===== src/rtl/vga_timing_gen.sv =====
// Parametrised VGA raster timing generator with pixel-request lookahead.
// Optional colour-bar test pattern is enabled by defining VGA_TESTPATTERN_EN.
module vga_timing_gen #(
  parameter int   H_ACTIVE  = 640,
  parameter int   H_FRONT   = 16,
  parameter int   H_SYNC    = 96,
  parameter int   H_BACK    = 48,
  parameter int   V_ACTIVE  = 480,
  parameter int   V_FRONT   = 10,
  parameter int   V_SYNC    = 2,
  parameter int   V_BACK    = 33,
  parameter logic HS_POL    = 1'b0,
  parameter logic VS_POL    = 1'b0,
  parameter int   LOOKAHEAD = 1,
  parameter int   CW        = 11
) (
  input  logic          clk,
  input  logic          rst_n,
  input  logic          en,
  input  logic [7:0]    R,
  input  logic [7:0]    G,
  input  logic [7:0]    B,
`ifdef VGA_TESTPATTERN_EN
  input  logic          pattern_sel,
`endif
  output logic [CW-1:0] req_x,
  output logic [CW-1:0] req_y,
  output logic          req_valid,
  output logic          frame_start,
  output logic          line_start,
  output logic [7:0]    VGA_R,
  output logic [7:0]    VGA_G,
  output logic [7:0]    VGA_B,
  output logic          VGA_HS,
  output logic          VGA_VS,
  output logic          VGA_BLANK_N,
  output logic          VGA_SYNC_N
);

  localparam int H_TOTAL = H_ACTIVE + H_FRONT + H_SYNC + H_BACK;
  localparam int V_TOTAL = V_ACTIVE + V_FRONT + V_SYNC + V_BACK;

  localparam logic [CW-1:0] H_END_A = CW'(H_ACTIVE);
  localparam logic [CW-1:0] H_END_F = CW'(H_ACTIVE + H_FRONT);
  localparam logic [CW-1:0] H_END_S = CW'(H_ACTIVE + H_FRONT + H_SYNC);
  localparam logic [CW-1:0] H_LAST  = CW'(H_TOTAL - 1);
  localparam logic [CW-1:0] V_END_A = CW'(V_ACTIVE);
  localparam logic [CW-1:0] V_END_F = CW'(V_ACTIVE + V_FRONT);
  localparam logic [CW-1:0] V_END_S = CW'(V_ACTIVE + V_FRONT + V_SYNC);
  localparam logic [CW-1:0] V_LAST  = CW'(V_TOTAL - 1);

  if (LOOKAHEAD < 0 || LOOKAHEAD > 4) begin : g_bad_lookahead
    $error("vga_timing_gen: LOOKAHEAD must be in 0..4");
  end
  if (H_TOTAL > (2 ** CW) || V_TOTAL > (2 ** CW)) begin : g_bad_cw
    $error("vga_timing_gen: CW too narrow for raster totals");
  end

  logic [CW-1:0] r_hc;
  logic [CW-1:0] r_vc;
  logic          w_h_wrap;
  logic          w_v_wrap;
  logic          w_h_acti;
  logic          w_v_acti;
  logic          w_h_sync;
  logic          w_v_sync;

  assign w_h_wrap = (r_hc == H_LAST);
  assign w_v_wrap = (r_vc == V_LAST);

  // Raster counters: vc steps only on the hc wrap, so both wrap together at frame end
  always_ff @(posedge clk or negedge rst_n) begin
    if (!rst_n) begin
      r_hc <= '0;
      r_vc <= '0;
    end else if (en) begin
      r_hc <= w_h_wrap ? '0 : r_hc + CW'(1);
      if (w_h_wrap) begin
        r_vc <= w_v_wrap ? '0 : r_vc + CW'(1);
      end
    end
  end

  assign w_h_acti = (r_hc < H_END_A);
  assign w_v_acti = (r_vc < V_END_A);
  assign w_h_sync = (r_hc >= H_END_F) && (r_hc < H_END_S);
  assign w_v_sync = (r_vc >= V_END_F) && (r_vc < V_END_S);

  assign req_valid   = w_h_acti & w_v_acti;
  assign req_x       = req_valid ? r_hc : '0;
  assign req_y       = req_valid ? r_vc : '0;
  assign frame_start = en & (r_hc == '0) & (r_vc == '0);
  assign line_start  = en & (r_hc == '0) & w_v_acti;

`ifdef VGA_TESTPATTERN_EN
  localparam int PW = 3 + CW;
  if (H_ACTIVE < 8) begin : g_bad_bars
    $error("vga_timing_gen: H_ACTIVE too small for 8 colour bars");
  end
`else
  localparam int PW = 3;
`endif

  logic [PW-1:0] w_tap;
  logic [PW-1:0] w_tap_d;

`ifdef VGA_TESTPATTERN_EN
  assign w_tap = {req_x, req_valid, w_v_sync, w_h_sync};
`else
  assign w_tap = {req_valid, w_v_sync, w_h_sync};
`endif

  // Lookahead delay line: realigns sync/blank with the pixel source latency
  if (LOOKAHEAD == 0) begin : g_nodly
    assign w_tap_d = w_tap;
  end else begin : g_dly
    logic [PW-1:0] r_tap_p [LOOKAHEAD];
    always_ff @(posedge clk or negedge rst_n) begin
      if (!rst_n) begin
        for (int i = 0; i < LOOKAHEAD; i++) r_tap_p[i] <= '0;
      end else if (en) begin
        r_tap_p[0] <= w_tap;
        for (int i = 1; i < LOOKAHEAD; i++) r_tap_p[i] <= r_tap_p[i-1];
      end
    end
    assign w_tap_d = r_tap_p[LOOKAHEAD-1];
  end

  logic        w_hs_d;
  logic        w_vs_d;
  logic        w_de_d;
  logic [23:0] w_pix;

  assign w_hs_d = w_tap_d[0];
  assign w_vs_d = w_tap_d[1];
  assign w_de_d = w_tap_d[2];

`ifdef VGA_TESTPATTERN_EN
  function automatic logic [23:0] bar_rgb(input logic [2:0] idx);
    case (idx)
      3'd0:    bar_rgb = 24'hFFFFFF;
      3'd1:    bar_rgb = 24'hFFFF00;
      3'd2:    bar_rgb = 24'h00FFFF;
      3'd3:    bar_rgb = 24'h00FF00;
      3'd4:    bar_rgb = 24'hFF00FF;
      3'd5:    bar_rgb = 24'hFF0000;
      3'd6:    bar_rgb = 24'h0000FF;
      default: bar_rgb = 24'h000000;
    endcase
  endfunction

  localparam logic [CW-1:0] BAR_W = CW'(H_ACTIVE / 8);
  logic [CW-1:0] w_x_d;
  logic [CW-1:0] w_bar_q;
  logic [2:0]    w_bar;

  assign w_x_d   = w_tap_d[PW-1:3];
  assign w_bar_q = w_x_d / BAR_W;
  assign w_bar   = (w_bar_q > CW'(7)) ? 3'd7 : w_bar_q[2:0];
  assign w_pix   = pattern_sel ? bar_rgb(w_bar) : {R, G, B};
`else
  assign w_pix   = {R, G, B};
`endif

  // Output register stage driving the DAC pins
  always_ff @(posedge clk or negedge rst_n) begin
    if (!rst_n) begin
      VGA_R       <= '0;
      VGA_G       <= '0;
      VGA_B       <= '0;
      VGA_BLANK_N <= 1'b0;
      VGA_HS      <= ~HS_POL;
      VGA_VS      <= ~VS_POL;
    end else if (en) begin
      {VGA_R, VGA_G, VGA_B} <= w_de_d ? w_pix : 24'h000000;
      VGA_BLANK_N <= w_de_d;
      VGA_HS      <= w_hs_d ? HS_POL : ~HS_POL;
      VGA_VS      <= w_vs_d ? VS_POL : ~VS_POL;
    end
  end

  assign VGA_SYNC_N = 1'b0;

endmodule


===== config.mk =====
export PLATFORM = sky130hd
export DESIGN_NAME = vga_timing_gen
export DESIGN_NICKNAME = d
export VERILOG_FILES = /design/src/rtl/vga_timing_gen.sv
export SDC_FILE = /design/constraint.sdc
export NUM_CORES = 1
export LEC_CHECK = 0
export CAP_MARGIN = 5
export CORE_AREA = 3 3 99 63
export CTS_CLUSTER_SIZE = 24
export DETAILED_ROUTE_END_ITERATION = 8
export DIE_AREA = 0 0 102 66
export GPL_TIMING_DRIVEN = 0
export MAX_ROUTING_LAYER = met4
export PLACE_DENSITY = 0.83
export SETUP_SLACK_MARGIN = 0.1
export SLEW_MARGIN = 20
export SYNTH_ARGS = -nofsm -noshare
export SYNTH_HDL_FRONTEND = slang
export SYNTH_SLANG_ARGS = --single-unit

===== constraint.sdc =====
create_clock -name clk -period 5.9 [get_ports clk]
set_clock_uncertainty 0.05 [all_clocks]
set_input_delay 1.18 -clock clk [delete_from_list [all_inputs] [get_ports clk]]
set_output_delay 1.18 -clock clk [all_outputs]
set_load 0.05 [all_outputs]

-- Word level (Yosys, flattened, before mapping)
Cells that the tools add are included.
- bits in latches: 0
- logic and storage cells: 35
- memories: 0
- register bits: 52
- bits of input ports: 27
- bits in writable memories: 0
- ROM bits: 0
- div/mod/pow operators: 0
- bitwise gates (word level): 4
- mux-type cells: 7
- reduce and logical (&&, ||, !) cells: 5
- multiply operators: 0
- eq/ne operators: 2
- add/sub/neg operators: 2
- shift operators: 0
- $lt $le $gt $ge: 6
- operators by type and width (cell ; number):
    $mux W11 ; 4
    $mux W24 ; 1
    $add A11 B1 Y11 const B ; 2
    $eq A11 B10 Y1 const B ; 2
    $logic_not A11 Y1 ; 2
    $lt A11 B10 Y1 const B ; 2
    $lt A11 B9 Y1 const B ; 2
    $ge A11 B10 Y1 const B ; 1
    $ge A11 B9 Y1 const B ; 1
    $and A1 B1 Y1 ; 4
    $logic_and A1 B1 Y1 ; 2
    $mux W1 ; 2
    $reduce_and A2 Y1 ; 1

-- Longest topological paths before layout
Gate-level depths: netlist of the first run.
- depth after elaboration: 3
- gate-level depth with buffers: 6

-- Worst setup path after synthesis of the first run
No wires, ideal clock.
- path kind: input port to output port
- start point: input port en
- end point: output port frame_start
- slack: 2256 ps
- data arrival time: 2414 ps
- cell stages on the path: 4
- data required time: 4670 ps
- cell sequence: clkbuf_8 > clkbuf_1 > nand4_1 > nor2_1
- longest elaborated chain between the ends: 2
- RTL lines (item ; RTL line ; source):
    from (decl) ; 19 ; input logic en,
    $and A1 B1 Y1 (2 in a row) ; 92 ; assign frame_start = en & (r_hc == '0) & (r_vc == '0);
    to (decl) ; 29 ; output logic frame_start,
No other way between the ends.

-- Final worst setup path of the first run
- start point: register r_vc[5]
- end point: output port req_x[8]
- longest elaborated chain between the ends: 3
- RTL lines (item ; RTL line ; source):
    from (decl) ; 60 ; logic [CW-1:0] r_vc;
    from (signal assigned) ; 79 ; r_vc <= w_v_wrap ? '0 : r_vc + CW'(1);
    $lt A11 B9 Y1 ; 85 ; assign w_v_acti = (r_vc < V_END_A);
    $and A1 B1 Y1 ; 89 ; assign req_valid = w_h_acti & w_v_acti;
    $mux W11 ; 90 ; assign req_x = req_valid ? r_hc : '0;
    to (decl) ; 26 ; output logic [CW-1:0] req_x,
No other way between the ends.

==> out/results.tsv, run 1 <==
metric	value	unit
nets@finish	398	
Synth top area share	0.4679	
Die ar.	6732	sq um
antenna violations before repair	0	
drt first pass iters	5	
P_leak	1.507	nW
setup tns final	0	ps
Tot Pwr	0.7480	mW
GP Congestion	0.8675	
Worst Path Max Fanout	10	
starting density of the core	0.4892	
syn avg cell area	9.448	sq um
Post-DP HPWL	4987	um
Reg power frac	0.523	
Final Max Tran Viols	0	
Final Cycle Share	0.7681	
CTS root buffer	clkbuf_8	
Seq/Total Area, Yosys	0.4876	
I/O pins	80	
switching share of power	0.2646	
Crit Reg-Reg Endpoint	r_vc[3]	
pin count of the biggest net entering global routing	53	
ANT nets after route	0	
latest clock arrival within the worst-skew pair	320	ps
share of layout cells above drive strength 1	0.08696	
core footprint	5465	sq um
Reg clk slew, reported paths	100	ps
CTS HTree Levels	2	
number of clock sinks	52	
Post-Synthesis Cells	283	
GRT Util Overall	0.2177	
Comb pwr share	0.143	
final hold vios	0	
vias per cell	5.346	
r2r startpoint	r_hc[10]	
Worst path max stage delay	810	ps
Clock power frac	0.334	
synth unique cells	44	
CP Class	flip-flop to output port	
WP buf/inv	2	
flops & latches, synth	52	
post-cts gate resize count	0	
worst hold endpoint	VGA_G[1]	
CP startpoint kind	flip-flop	
count of flip-flops with a built-in enable after synthesis	0	
Synth async-reset ratio	1.000	
Post-CTS Setup Repair Bufs	0	
vias in the first global route	2237	
hold wc startpoint	VGA_G[1]	
IO buf count	74	
Vias	2336	
fmax	220.7	MHz
total grt overflow	0	
Worst setup EP type	output port	
Final Worst Setup Slack	1368	ps
DP Worst Slack	1757	ps
Util after Layout	0.6619	
Worst Path Arrival	3300	ps
max-cap check violation count	0	
Max Buffers Root-to-Sink	2	
Peak supply drop	0.1429	mV
# diodes	0	
critical-path cell list	nand4_1 -> nand2_1 -> nor3_1 -> clkbuf_1 -> and2_1 -> clkdlybuf4s50_1	
# rows	21	
max_slew headroom	0.4035	
most common cell in the netlist	dfrtp_1	
synth warn	0	
area grow syn2layout	35.28	%
TritonCTS clock tree	yes	
P_int	0.5501	mW
status	completed	
Final setup viols	0	
HP Class	flip-flop to flip-flop	
Synth top cells by count	dfrtp_1 (50), inv_1 (32), o21ai_0 (31)	
Synth area leaders	dfrtp_1 (47%), o21ai_0 (5.8%), nand3_1 (5.6%)	
Reg2Reg Depth	6	
Post-Layout Cell Count	437	
fin crit period	4532	ps
Top FF cell, synth	dfrtp_1	
critical path required time	4670	ps
DRC errors left	0	
post-synthesis instance area	2674	sq um
chip width	102	um
CP top delay family	simple AND/OR/NAND/NOR gates	
first-pass GRT wire length	11010	um
TritonCTS Buffers	5	
r2r setup slk	3650	ps
Avg WL per Cell	15.80	um
Psw	0.1979	mW
CP max stage cell	clkdlybuf4s50_1	
RSZ-0062 raised after global routing	no	
Worst Tran Pin Value	887.9	ps
Routed WL	6904	um
Placed Cells incl. Taps	429	
DIE HEIGHT	66	um
1st-iter DRT viols	204	
P per Cell Area	206.8	nW/um^2
number of stages on the worst hold path	2	
Synth area leader	dfrtp_1	
cts hold-fix bufs	0	
## cells by family after synthesis
logic type | Yosys count | synth area share
simple gates | 107 | 0.2242
other cells | 1 | 0.001402
mux | 6 | 0.02433
xor+xnor | 12 | 0.03931
buf+inv | 57 | 0.1100
flops | 52 | 0.4876
compound gates | 44 | 0.09453
fa+ha+maj | 4 | 0.01872
## layer usage
| layer | track usage | share of wire |
|---|---|---|
| met3 | 0.04636 | 0.054 |
| met4 | 0.05728 | 0.011 |
| met1 | 0.2977 | 0.47 |
| met5 | - | 0 |
| met2 | 0.3317 | 0.47 |
## power groups by stage
stage | sequential, mW | combinational (mW) | clock, mW
after global routing | 0.395 | 0.119 | 0.266
after floorplan | 0.394 | 0.0709 | 0
after detailed placement | 0.398 | 0.107 | 0
after CTS | 0.391 | 0.108 | 0.251
after global placement | 0.398 | 0.104 | 0
final | 0.392 | 0.107 | 0.250
## sequential cells by signal (all words and copies together), names as in the netlist
signal / flops
VGA_G: 8
VGA_VS: 1
VGA_HS: 1
r_hc: 11
VGA_BLANK_N: 1
VGA_B: 8
VGA_R: 8
r_vc: 11
g_dly.r_tap_p: 3
## worst max path at each step
stage                        endpoint  cells past startpoint  slack, ps    start
final                        req_x[8]                      6       1370  r_vc[5]
after global routing         req_y[6]                      6       1100  r_vc[5]
after CTS                    req_x[8]                      6       1390  r_vc[5]
after detailed placement     req_x[8]                      6       1760  r_vc[5]
after global placement    frame_start                      5       1770       en
after floorplan           frame_start                      4       2260       en
## cell usage in the layout, fill, tap and decap left out, types with 2 or more instances in the layout
| master | instances |
|---|---|
| nor3_1 | 6 |
| xor2_1 | 5 |
| and2_1 | 15 |
| a31oi_1 | 5 |
| dfrtp_1 | 50 |
| buf_4 | 6 |
| mux2_2 | 4 |
| nor2_1 | 10 |
| ha_1 | 4 |
| xnor2_1 | 7 |
| clkbuf_1 | 12 |
| nor4_1 | 9 |
| conb_1 | 4 |
| nand4_1 | 13 |
| dfstp_2 | 2 |
| clkdlybuf4s50_1 | 73 |
| buf_6 | 3 |
| inv_1 | 32 |
| or3_1 | 2 |
| and3_1 | 5 |
| mux2i_1 | 2 |
| clkbuf_8 | 8 |
| nand3_1 | 30 |
| nand2_1 | 8 |
| o21ai_0 | 31 |
## final cells by class
cell class	count	area [sq um]
inverter	32	120.1
buffer	25	173.9
fill	427	1848
tap	69	86.33
timing repair buffer	74	738.2
multi-input combinational	177	1087
clock inverter	2	35.03
clock buffer	6	72.57
sequential	52	1304
## worst min-delay path, stage by stage, from the launching register on
cell and delay (ps):
dfrtp_1 380, inv_1 50, o21ai_0 60
## metrics by stage
step | area, sq um | hold WS, ps
2_1_floorplan | 2685 | 426.3
3_3_place_gp | 3512 | 439.8
3_5_place_dp | 3510 | 464.9
4_1_cts | 3617 | 479.9
5_1_grt | 3617 | 502.2
6_report | 3617 | 476.0
No activity file was read; power rests on OpenSTA's default activity.
==> inputs of run 2 (changes only) <==
CORE_AREA = 3 3 102 65   (was 3 3 99 63)
DIE_AREA = 0 0 105 68   (was 0 0 102 66)
PLACE_DENSITY = 0.78   (was 0.83)
clock period = 4.35 ns   (was 5.9 ns; I/O delays follow)
==> run 2 against run 1 <==
Critical endpoint unchanged. Combinational power is 36% higher. Sequential power is 35% higher. Via count hardly changed. Setup slack worse by 950 ps.
==> out/results.tsv, run 2 (synthesis gave the netlist of run 1 again) <==
metric	value	unit
total grt overflow	0	
Critical Path Source	r_vc[5]	
Avg WL per Cell	15.14	um
final hold slack	466.2	ps
P_leak	1.498	nW
DIE HEIGHT	68	um
Util after Layout	0.6442	
share of layout cells above drive strength 1	0.08967	
Worst Tran Pin Value	778.9	ps
worst hold endpoint	VGA_BLANK_N	
Die ar.	7140	sq um
Post-Layout Cell Count	448	
max_slew headroom	0.4767	
CTS HTree Levels	2	
first-pass GRT wire length	10670	um
commonest non-fill, non-tap cell in the layout	clkdlybuf4s50_1	
Worst path max stage delay	820	ps
DR WL met2	2942	um
1st-iter DRT viols	75	
DR top layer	met4	
CP startpoint kind	flip-flop	
vias in the first global route	2162	
number of stages on the worst hold path	1	
CP max stage cell	clkdlybuf4s50_1	
Post-CTS Setup Repair Bufs	0	
Crit Reg-Reg Endpoint	r_vc[3]	
commonest cells after routing, fill and taps aside	clkdlybuf4s50_1 (73), dfrtp_1 (50), inv_1 (32)	
status	completed	
r2r startpoint	r_hc[10]	
chip width	105	um
Vias	2337	
Routed WL	6783	um
ANT nets after route	0	
Post-DP HPWL	5093	um
Reg2Reg Depth	6	
pin count of the biggest net entering global routing	53	
setup tns final	0	ps
CP Class	flip-flop to output port	
latest clock arrival within the worst-skew pair	310	ps
# rows	21	
HP Class	flip-flop to flip-flop	
post-cts gate resize count	0	
r2r setup slk	2170	ps
starting density of the core	0.4755	
I/O pins	80	
GRT Util Overall	0.1967	
max-cap check violation count	0	
IO buf count	74	
Final Max Tran Viols	0	
Placed Cells incl. Taps	440	
DRC errors left	0	
fmax	254.2	MHz
CP top delay family	buffers and inverters	
WP buf/inv	2	
Worst setup EP type	output port	
vias per cell	5.217	
antenna violations before repair	0	
cts hold-fix bufs	0	
final hold vios	0	
area grow syn2layout	35.47	%
DP Worst Slack	539.7	ps
drt first pass iters	4	
Max Buffers Root-to-Sink	2	
P per Cell Area	266.7	nW/um^2
Final setup viols	0	
Largest regs	r_hc: 11 flops, r_vc: 11 flops	
CTS root buffer	clkbuf_8	
critical path required time	3430	ps
TritonCTS Buffers	5	
GP Congestion	0.9635	
hold wc startpoint	VGA_BLANK_N	
Peak supply drop	0.1278	mV
Reg clk slew, reported paths	90	ps
Worst Path Arrival	3010	ps
Worst Path Max Fanout	10	
# diodes	0	
core footprint	5623	sq um
TritonCTS clock tree	yes	
number of clock sinks	52	
RSZ-0062 raised after global routing	no	
Final Cycle Share	0.9044	
fin crit period	3934	ps
nets@finish	398	
WL met3	357	um
critical-path cell list	nand4_1 -> nand2_1 -> nor3_2 -> clkbuf_1 -> and2_1 -> clkdlybuf4s50_1	
routed metal-1 wirelength	3416	um
Final Worst Setup Slack	415.9	ps
## run 2: changes by cell type in the layout (fill, tap and decap cells not counted)
cell        previous run  this run
clkinvlp_4             0         1
bufinv_16              1         0
clkinv_2               1         0
nor3_1                 6         5
nor3_2                 0         1
clkbuf_8               8         9
## run 2: metal layers
metal  global-route usage  up-vias
met5                    -        -
met4              0.05074        0
met3              0.05372        7
met2               0.2796       65
met1               0.2783     1132
li1                     -     1133
## run 2: layout make-up
| type | instances | area, sq um |
|---|---|---|
| fill | 483 | 2001 |
| multi-input combinational | 177 | 1092 |
| sequential | 52 | 1304 |
| timing repair buffer | 74 | 738.2 |
| tap | 80 | 100.1 |
| buffer | 25 | 173.9 |
| clock inverter | 1 | 7.507 |
| clock buffer | 7 | 86.33 |
| inverter | 32 | 120.1 |
## run 2: worst reg2reg max path, delay by kind of cell, from the launching register on
kind,cells,cell delay (ps)
buffers and inverters,2,280
DFF,1,380
muxes,1,140
and+or+nand+nor,3,1250
## run 2: worst max-delay path by stage
stage               end  slack [ps]  cells after the start
4_1_cts        req_y[2]         190                      6
5_1_grt        req_x[9]         230                      6
6_report       req_x[8]         420                      6
3_3_place_gp   req_x[8]         600                      6
3_5_place_dp   req_y[2]         540                      6
2_1_floorplan  req_x[8]        1160                      5
## run 2: through the flow
step	power, mW	area (sq um)
5_1_grt	1.010	3622
2_1_floorplan	0.6302	2685
4_1_cts	0.9726	3617
3_5_place_dp	0.6861	3523
6_report	0.9659	3622
3_3_place_gp	0.6815	3526
## run 2: report_power, final
group / total (mW) / switching, mW / internal [mW]
combinational: 0.145 / 0.0754 / 0.0695
sequential: 0.531 / 0.0257 / 0.506
clock: 0.290 / 0.160 / 0.130
